[src/rtl/fadd_pkg.sv]
// fadd_pkg: shared adder latency, fp32 flag bit indices and the fp32 result classifier
package fadd_pkg;
  localparam int FADD_LATENCY = 4;
  localparam logic [7:0] EXP_MAX = 8'hFF;
  localparam int FLAG_NAN = 3;
  localparam int FLAG_INF = 2;
  localparam int FLAG_ZERO = 1;
  localparam int FLAG_NEG = 0;
  typedef logic [3:0] fp_flags_t;
  function automatic fp_flags_t classify_fp32(input logic [31:0] w);
    fp_flags_t f;
    f[FLAG_NAN] = w[30:23] == EXP_MAX && w[22:0] != '0;
    f[FLAG_INF] = w[30:23] == EXP_MAX && w[22:0] == '0;
    f[FLAG_ZERO] = w[30:0] == '0;
    f[FLAG_NEG] = w[31];
    return f;
  endfunction
endpackage

[src/rtl/fadd_result_collector_if.sv]
// fadd_result_collector_if: issue/add_result/out bundle; master = upstream+adder+consumer, slave = collector
interface fadd_result_collector_if #(parameter int TAG_W = 4);
  logic issue_valid;
  logic [TAG_W-1:0] issue_tag;
  logic issue_ready;
  logic [31:0] add_result;
  logic out_valid;
  logic out_ready;
  logic [31:0] out_data;
  logic [TAG_W-1:0] out_tag;
  logic [3:0] out_flags;
  logic err_overflow;
  modport master(output issue_valid, issue_tag, add_result, out_ready,
                 input issue_ready, out_valid, out_data, out_tag, out_flags, err_overflow);
  modport slave(input issue_valid, issue_tag, add_result, out_ready,
                output issue_ready, out_valid, out_data, out_tag, out_flags, err_overflow);
endinterface

[src/rtl/sync_fifo.sv]
// sync_fifo: first-word-fall-through FIFO; i_wr/i_wdata push, i_rd pops head o_rdata, o_count occupancy
module sync_fifo #(
  parameter int WIDTH = 40,
  parameter int DEPTH = 8
) (
  input  logic                     clk,
  input  logic                     rst,
  input  logic                     i_wr,
  input  logic [WIDTH-1:0]         i_wdata,
  input  logic                     i_rd,
  output logic [WIDTH-1:0]         o_rdata,
  output logic [$clog2(DEPTH):0]   o_count
);
  localparam int AW = $clog2(DEPTH);
  localparam int CW = AW + 1;
  logic [WIDTH-1:0] r_mem [DEPTH];
  logic [AW-1:0] r_wptr;
  logic [AW-1:0] r_rptr;
  logic [CW-1:0] r_count;
  logic w_rd;
  logic w_wr;
  assign w_rd = i_rd && r_count != '0;
  assign w_wr = i_wr && (r_count != CW'(DEPTH) || w_rd);
  assign o_rdata = r_mem[r_rptr];
  assign o_count = r_count;
  always_ff @(posedge clk) begin
    if (w_wr) r_mem[r_wptr] <= i_wdata;
  end
  always_ff @(posedge clk) begin
    r_wptr <= rst ? '0 : r_wptr + AW'(w_wr);
    r_rptr <= rst ? '0 : r_rptr + AW'(w_rd);
    r_count <= rst ? '0 : r_count + CW'(w_wr) - CW'(w_rd);
  end
endmodule

[src/rtl/fadd_result_collector.sv]
// fadd_result_collector: tags PipelinedFAdd issues, captures aligned results into a FIFO with flags; ports clk, rst, bus (slave)
module fadd_result_collector import fadd_pkg::*; #(
  parameter int LATENCY = FADD_LATENCY,
  parameter int DEPTH = 8,
  parameter int TAG_W = 4
) (
  input logic clk,
  input logic rst,
  fadd_result_collector_if.slave bus
);
  localparam int CW = $clog2(DEPTH) + 1;
  localparam int W = 36 + TAG_W;
  logic [LATENCY-1:0] r_vld;
  logic [TAG_W-1:0] r_tag [LATENCY];
  logic [CW-1:0] r_credits;
  logic r_err;
  logic w_accept;
  logic w_pop;
  logic w_wr;
  logic [W-1:0] w_rdata;
  logic [CW-1:0] w_count;
  assign bus.issue_ready = r_credits != '0 && !rst;
  assign w_accept = bus.issue_valid && bus.issue_ready;
  assign bus.out_valid = w_count != '0;
  assign w_pop = bus.out_valid && bus.out_ready;
  assign w_wr = r_vld[LATENCY-1];
  assign {bus.out_data, bus.out_tag, bus.out_flags} = bus.out_valid ? w_rdata : '0;
  assign bus.err_overflow = r_err;
  always_ff @(posedge clk) begin
    r_vld[0] <= w_accept;
    r_tag[0] <= bus.issue_tag;
    for (int i = 1; i < LATENCY; i++) begin
      r_vld[i] <= r_vld[i-1] && !rst;
      r_tag[i] <= r_tag[i-1];
    end
    r_credits <= rst ? CW'(DEPTH) : r_credits - CW'(w_accept) + CW'(w_pop);
    r_err <= !rst && (r_err || (w_wr && w_count == CW'(DEPTH) && !w_pop));
  end
  sync_fifo #(.WIDTH(W), .DEPTH(DEPTH)) u_fifo (
    .clk(clk),
    .rst(rst),
    .i_wr(w_wr),
    .i_wdata({bus.add_result, r_tag[LATENCY-1], classify_fp32(bus.add_result)}),
    .i_rd(w_pop),
    .o_rdata(w_rdata),
    .o_count(w_count)
  );
endmodule

[src/flat_wrapper.sv]
// flat-port wrapper written by rule: the top's interface ports become plain ports
module fadd_result_collector_flat import fadd_pkg::*;
#(
  parameter int LATENCY = FADD_LATENCY,
  parameter int DEPTH = 8,
  parameter int TAG_W = 4
)
  (clk, rst, bus_issue_valid, bus_issue_tag, bus_add_result, bus_out_ready, bus_issue_ready, bus_out_valid, bus_out_data, bus_out_tag, bus_out_flags, bus_err_overflow);
  fadd_result_collector_if #(.TAG_W(TAG_W)) bus_i ();
  input logic clk;
  input logic rst;
  input wire logic [$bits(bus_i.issue_valid)-1:0] bus_issue_valid;
  input wire logic [$bits(bus_i.issue_tag)-1:0] bus_issue_tag;
  input wire logic [$bits(bus_i.add_result)-1:0] bus_add_result;
  input wire logic [$bits(bus_i.out_ready)-1:0] bus_out_ready;
  output wire logic [$bits(bus_i.issue_ready)-1:0] bus_issue_ready;
  output wire logic [$bits(bus_i.out_valid)-1:0] bus_out_valid;
  output wire logic [$bits(bus_i.out_data)-1:0] bus_out_data;
  output wire logic [$bits(bus_i.out_tag)-1:0] bus_out_tag;
  output wire logic [$bits(bus_i.out_flags)-1:0] bus_out_flags;
  output wire logic [$bits(bus_i.err_overflow)-1:0] bus_err_overflow;
  assign bus_i.issue_valid = bus_issue_valid;
  assign bus_i.issue_tag = bus_issue_tag;
  assign bus_i.add_result = bus_add_result;
  assign bus_i.out_ready = bus_out_ready;
  assign bus_issue_ready = bus_i.issue_ready;
  assign bus_out_valid = bus_i.out_valid;
  assign bus_out_data = bus_i.out_data;
  assign bus_out_tag = bus_i.out_tag;
  assign bus_out_flags = bus_i.out_flags;
  assign bus_err_overflow = bus_i.err_overflow;
  fadd_result_collector #(.LATENCY(LATENCY), .DEPTH(DEPTH), .TAG_W(TAG_W)) u_core (.clk(clk), .rst(rst), .bus(bus_i));
endmodule
[config.mk]
export PLATFORM = sky130hd
export DESIGN_NAME = fadd_result_collector_flat
export DESIGN_NICKNAME = d
export VERILOG_FILES = /design/src/rtl/fadd_pkg.sv /design/src/rtl/fadd_result_collector_if.sv /design/src/rtl/sync_fifo.sv /design/src/rtl/fadd_result_collector.sv /design/src/flat_wrapper.sv
export SDC_FILE = /design/constraint.sdc
export NUM_CORES = 1
export LEC_CHECK = 0
export ABC_CLOCK_PERIOD_IN_PS = 8500
export CAP_MARGIN = 20
export CORE_MARGIN = 2
export CORE_UTILIZATION = 59
export CTS_CLUSTER_DIAMETER = 200
export CTS_CLUSTER_SIZE = 20
export DETAILED_ROUTE_END_ITERATION = 8
export PLACE_DENSITY = 0.9
export SLEW_MARGIN = 20
export SYNTH_ARGS = -nofsm -noshare
export SYNTH_HDL_FRONTEND = slang
export SYNTH_HIERARCHICAL = 1
export SYNTH_SLANG_ARGS = --single-unit
[constraint.sdc]
create_clock -name clk -period 8.5 [get_ports clk]
set_input_delay 1.7 -clock clk [delete_from_list [all_inputs] [get_ports clk]]
set_output_delay 1.7 -clock clk [all_outputs]
set_load 0.02 [all_outputs]
==> results.yml <==
grt:
  grt_pass1_vias: 6764
  grt_max_degree: 82
  antenna_found_initial: 2
  track_usage: 0.219
  grt_pass1_wl_um: 40000
  overflow: 0
setup_path:
  cp-startpoint: "u_core/u_fifo/r_rptr[1]$_SDFF_PP0_"
  critPathKind: "flip-flop to output port"
  path_max_fanout: 58
  start_kind: "flip-flop"
  crit_arrival_ps: 3720
  rr_worst_depth: 7
  cp.required_ps: 6800
  timing.rr.start: "u_core/u_fifo/o_count[1]$_SDFF_PP0_"
  reg2reg_slack_ps: 5020
  reg2reg_to: "u_core/u_fifo/r_mem[4][6]$_DFFE_PP_"
  critPathCaptureType: "output port"
min_path:
  worstHoldPathCells: 0
  hold_end: "u_core/r_tag[2][2]$_DFF_P_"
  min_from: "u_core/r_tag[1][2]$_DFF_P_"
  hold_path.class: "flip-flop to flip-flop"
final_layout:
  num_antenna_cells: 0
  drive_above_1_share: 0.119
  layout_common_cells: "edfxtp_1, clkdlybuf4s50_1, mux4_1, nor2b_1, mux2_2"
  syn_to_final_growth_pct: 12.6
  fill_cells: 1472
  layout_commonest_cell: "edfxtp_1"
  final_nets: 789
  final_cells: 1067
  final_util: 0.675
logic_synthesis:
  ys_ff_latch: 355
  netlist_area_um2: 14000
  syn_nets: 701
  yosys_warnings: 6
  netlist-cell-type-count: 40
  seq_area_frac_synth: 0.735
  syn_inst: 645
  syn_area_per_cell_um2: 21.8
detailed_routing:
  ant_nets: 0
  drc: 0
  routed_wl_um: 26600
  drtPass1Iterations: 5
  viasPerCell: 6.14
  wl_per_cell_um: 25.0
  drt-initial-drc-count: 504
  via_count: 6555
clocking:
  cts_root_buf: "clkbuf_16"
  hold_buffers: 0
  clkTransAtPathRegs_ps: 80
  numCtsBuffers: 21
  cts.repair.resized: 0
  ctsLongestPathBuffers: 3
  cts.sinks: 355
  htreeDepth: 1
  cts_tree: "built"
  post_cts_buffers: 0
  insertion_delay_ps: 520
outcome:
  status: "complete, no violations"
power:
  power_leakage_nw: 5.02
  power_mw: 3.90
  p_per_area_nw_per_um2: 247
  ir_drop_v: 0.000284
floorplan:
  dieHeight_um: 158
  die-width_um: 158
  io_pins: 83
  dieArea_um2: 25000
  rows: 56
  placeableCoreArea_um2: 23400
  initial_core_util: 0.600
timing:
  fin_hold_ws_ps: 326
  rsz0062_at_grt: "false"
  min_period_over_period: 0.637
  setup_violations: 0
  fin_tns_setup_ps: 0
  fmax_mhz: 185
  finalClockSkew_ps: 13.1
  drv_slew: 0
  max_slew.worst_pin.slew_ps: 1010
  final.min_clock_period_ps: 5420
  relSlewSlack: 0.323
  hold_viol_final: 0
place:
  place_inst: 1029
  place_hpwl_um: 13700
  portBuffers: 82
  gp_congestion: 0.746
job:
  maxCapViolCount: 0
-- cells by family after synthesis --
group,share of synthesized area
XOR/XNOR,0.00312
AO/OA/AOI/OAI,0.00606
flip-flops,0.735
adder cells (fa/ha/maj),0.0153
buffers and inverters,0.0164
multiplexers,0.183
AND/OR/NAND/NOR,0.0420
-- registers in the layout, indices dropped and copies added, names as in the netlist --
| register | cells |
|---|---|
| u_core/bus.err_overflow | 1 |
| u_core/r_credits | 4 |
| u_core/r_tag | 16 |
| u_core/r_vld | 4 |
| u_core/u_fifo/o_count | 4 |
| u_core/u_fifo/r_mem | 320 |
| u_core/u_fifo/r_rptr | 3 |
| u_core/u_fifo/r_wptr | 3 |
-- layer usage --
layer  global-route usage  share of wire  up-vias  wire [um]
li1                     -              -     2849          -
met5                    0        0.00086        -         23
met3               0.0326          0.052       52       1390
met4               0.0635          0.022        4        594
met2                0.376           0.51      226      13600
met1                0.297           0.41     3424      11000
-- synth_stat cells --
cell | count | area (um2)
nor3_1 | 4 | 20.0
and4_1 | 1 | 8.76
nand2_1 | 3 | 11.3
or2_2 | 1 | 6.26
nor2_1 | 12 | 45.0
o31ai_1 | 1 | 7.51
edfxtp_1 | 320 | 9610
clkbuf_1 | 13 | 48.8
mux2_2 | 40 | 450
mux4_1 | 80 | 2100
nand3_1 | 1 | 5.00
nor2b_1 | 51 | 319
and3b_1 | 1 | 8.76
a21boi_0 | 1 | 7.51
a21oi_1 | 4 | 20.0
dfxtp_1 | 35 | 701
o22a_1 | 1 | 8.76
a31o_2 | 1 | 8.76
nand2b_1 | 2 | 12.5
nor4_4 | 1 | 21.3
buf_2 | 4 | 20.0
buf_1 | 1 | 3.75
nand4_1 | 3 | 18.8
ha_1 | 14 | 175
and2_1 | 2 | 12.5
o21ba_2 | 1 | 10.0
fa_1 | 2 | 40.0
nor4bb_1 | 2 | 20.0
a41oi_1 | 1 | 8.76
xnor2_1 | 4 | 35.0
buf_6 | 9 | 101
a21o_1 | 1 | 7.51
xor2_1 | 1 | 8.76
and3_1 | 1 | 6.26
buf_4 | 1 | 7.51
a31oi_1 | 1 | 6.26
and4b_1 | 3 | 30.0
mux2i_1 | 1 | 10.0
inv_1 | 13 | 48.8
nor4_1 | 7 | 43.8
-- worst max path at each step --
stage / end / cells past startpoint
after floorplan: u_core/u_fifo/r_mem[4][0]$_DFFE_PP_ / 5
after global placement: bus_issue_ready / 3
after detailed placement: bus_issue_ready / 3
after CTS: bus_out_data[22] / 5
after global routing: bus_out_data[25] / 5
final: bus_out_flags[2] / 5
-- power breakdown --
part / internal, mW / total, mW / switching, mW / leakage, nW
combinational: 0.450 / 0.967 / 0.517 / 1.59
clock: 0.471 / 0.982 / 0.511 / 0.285
sequential: 1.93 / 1.95 / 0.0294 / 3.15
total: 2.85 / 3.90 / 1.06 / 5.02
-- layout make-up --
type	instances	area, um2	share of cell area
multi-input combinational	249	3540	0.224
sequential	355	10300	0.653
tap	319	399	0.0253
inverter	13	48.8	0.00309
clock inverter	2	15.0	0.000950
timing repair buffer	93	903	0.0572
clock buffer	36	582	0.0368
-- through the flow --
step,worst slack (ps),area (um2)
final,3080,15800
after global routing,2960,15800
after CTS,3060,15800
after detailed placement,3350,15200
after global placement,3430,15200
after floorplan,1620,14000
-- worst max-delay path, cell delays in order (launching register included) --
cell	delay [ps]
dfxtp_4	620
buf_4	840
mux4_1	670
mux2_2	290
nor2b_1	160
clkdlybuf4s50_1	580
Power figures use the tool's default switching activity.
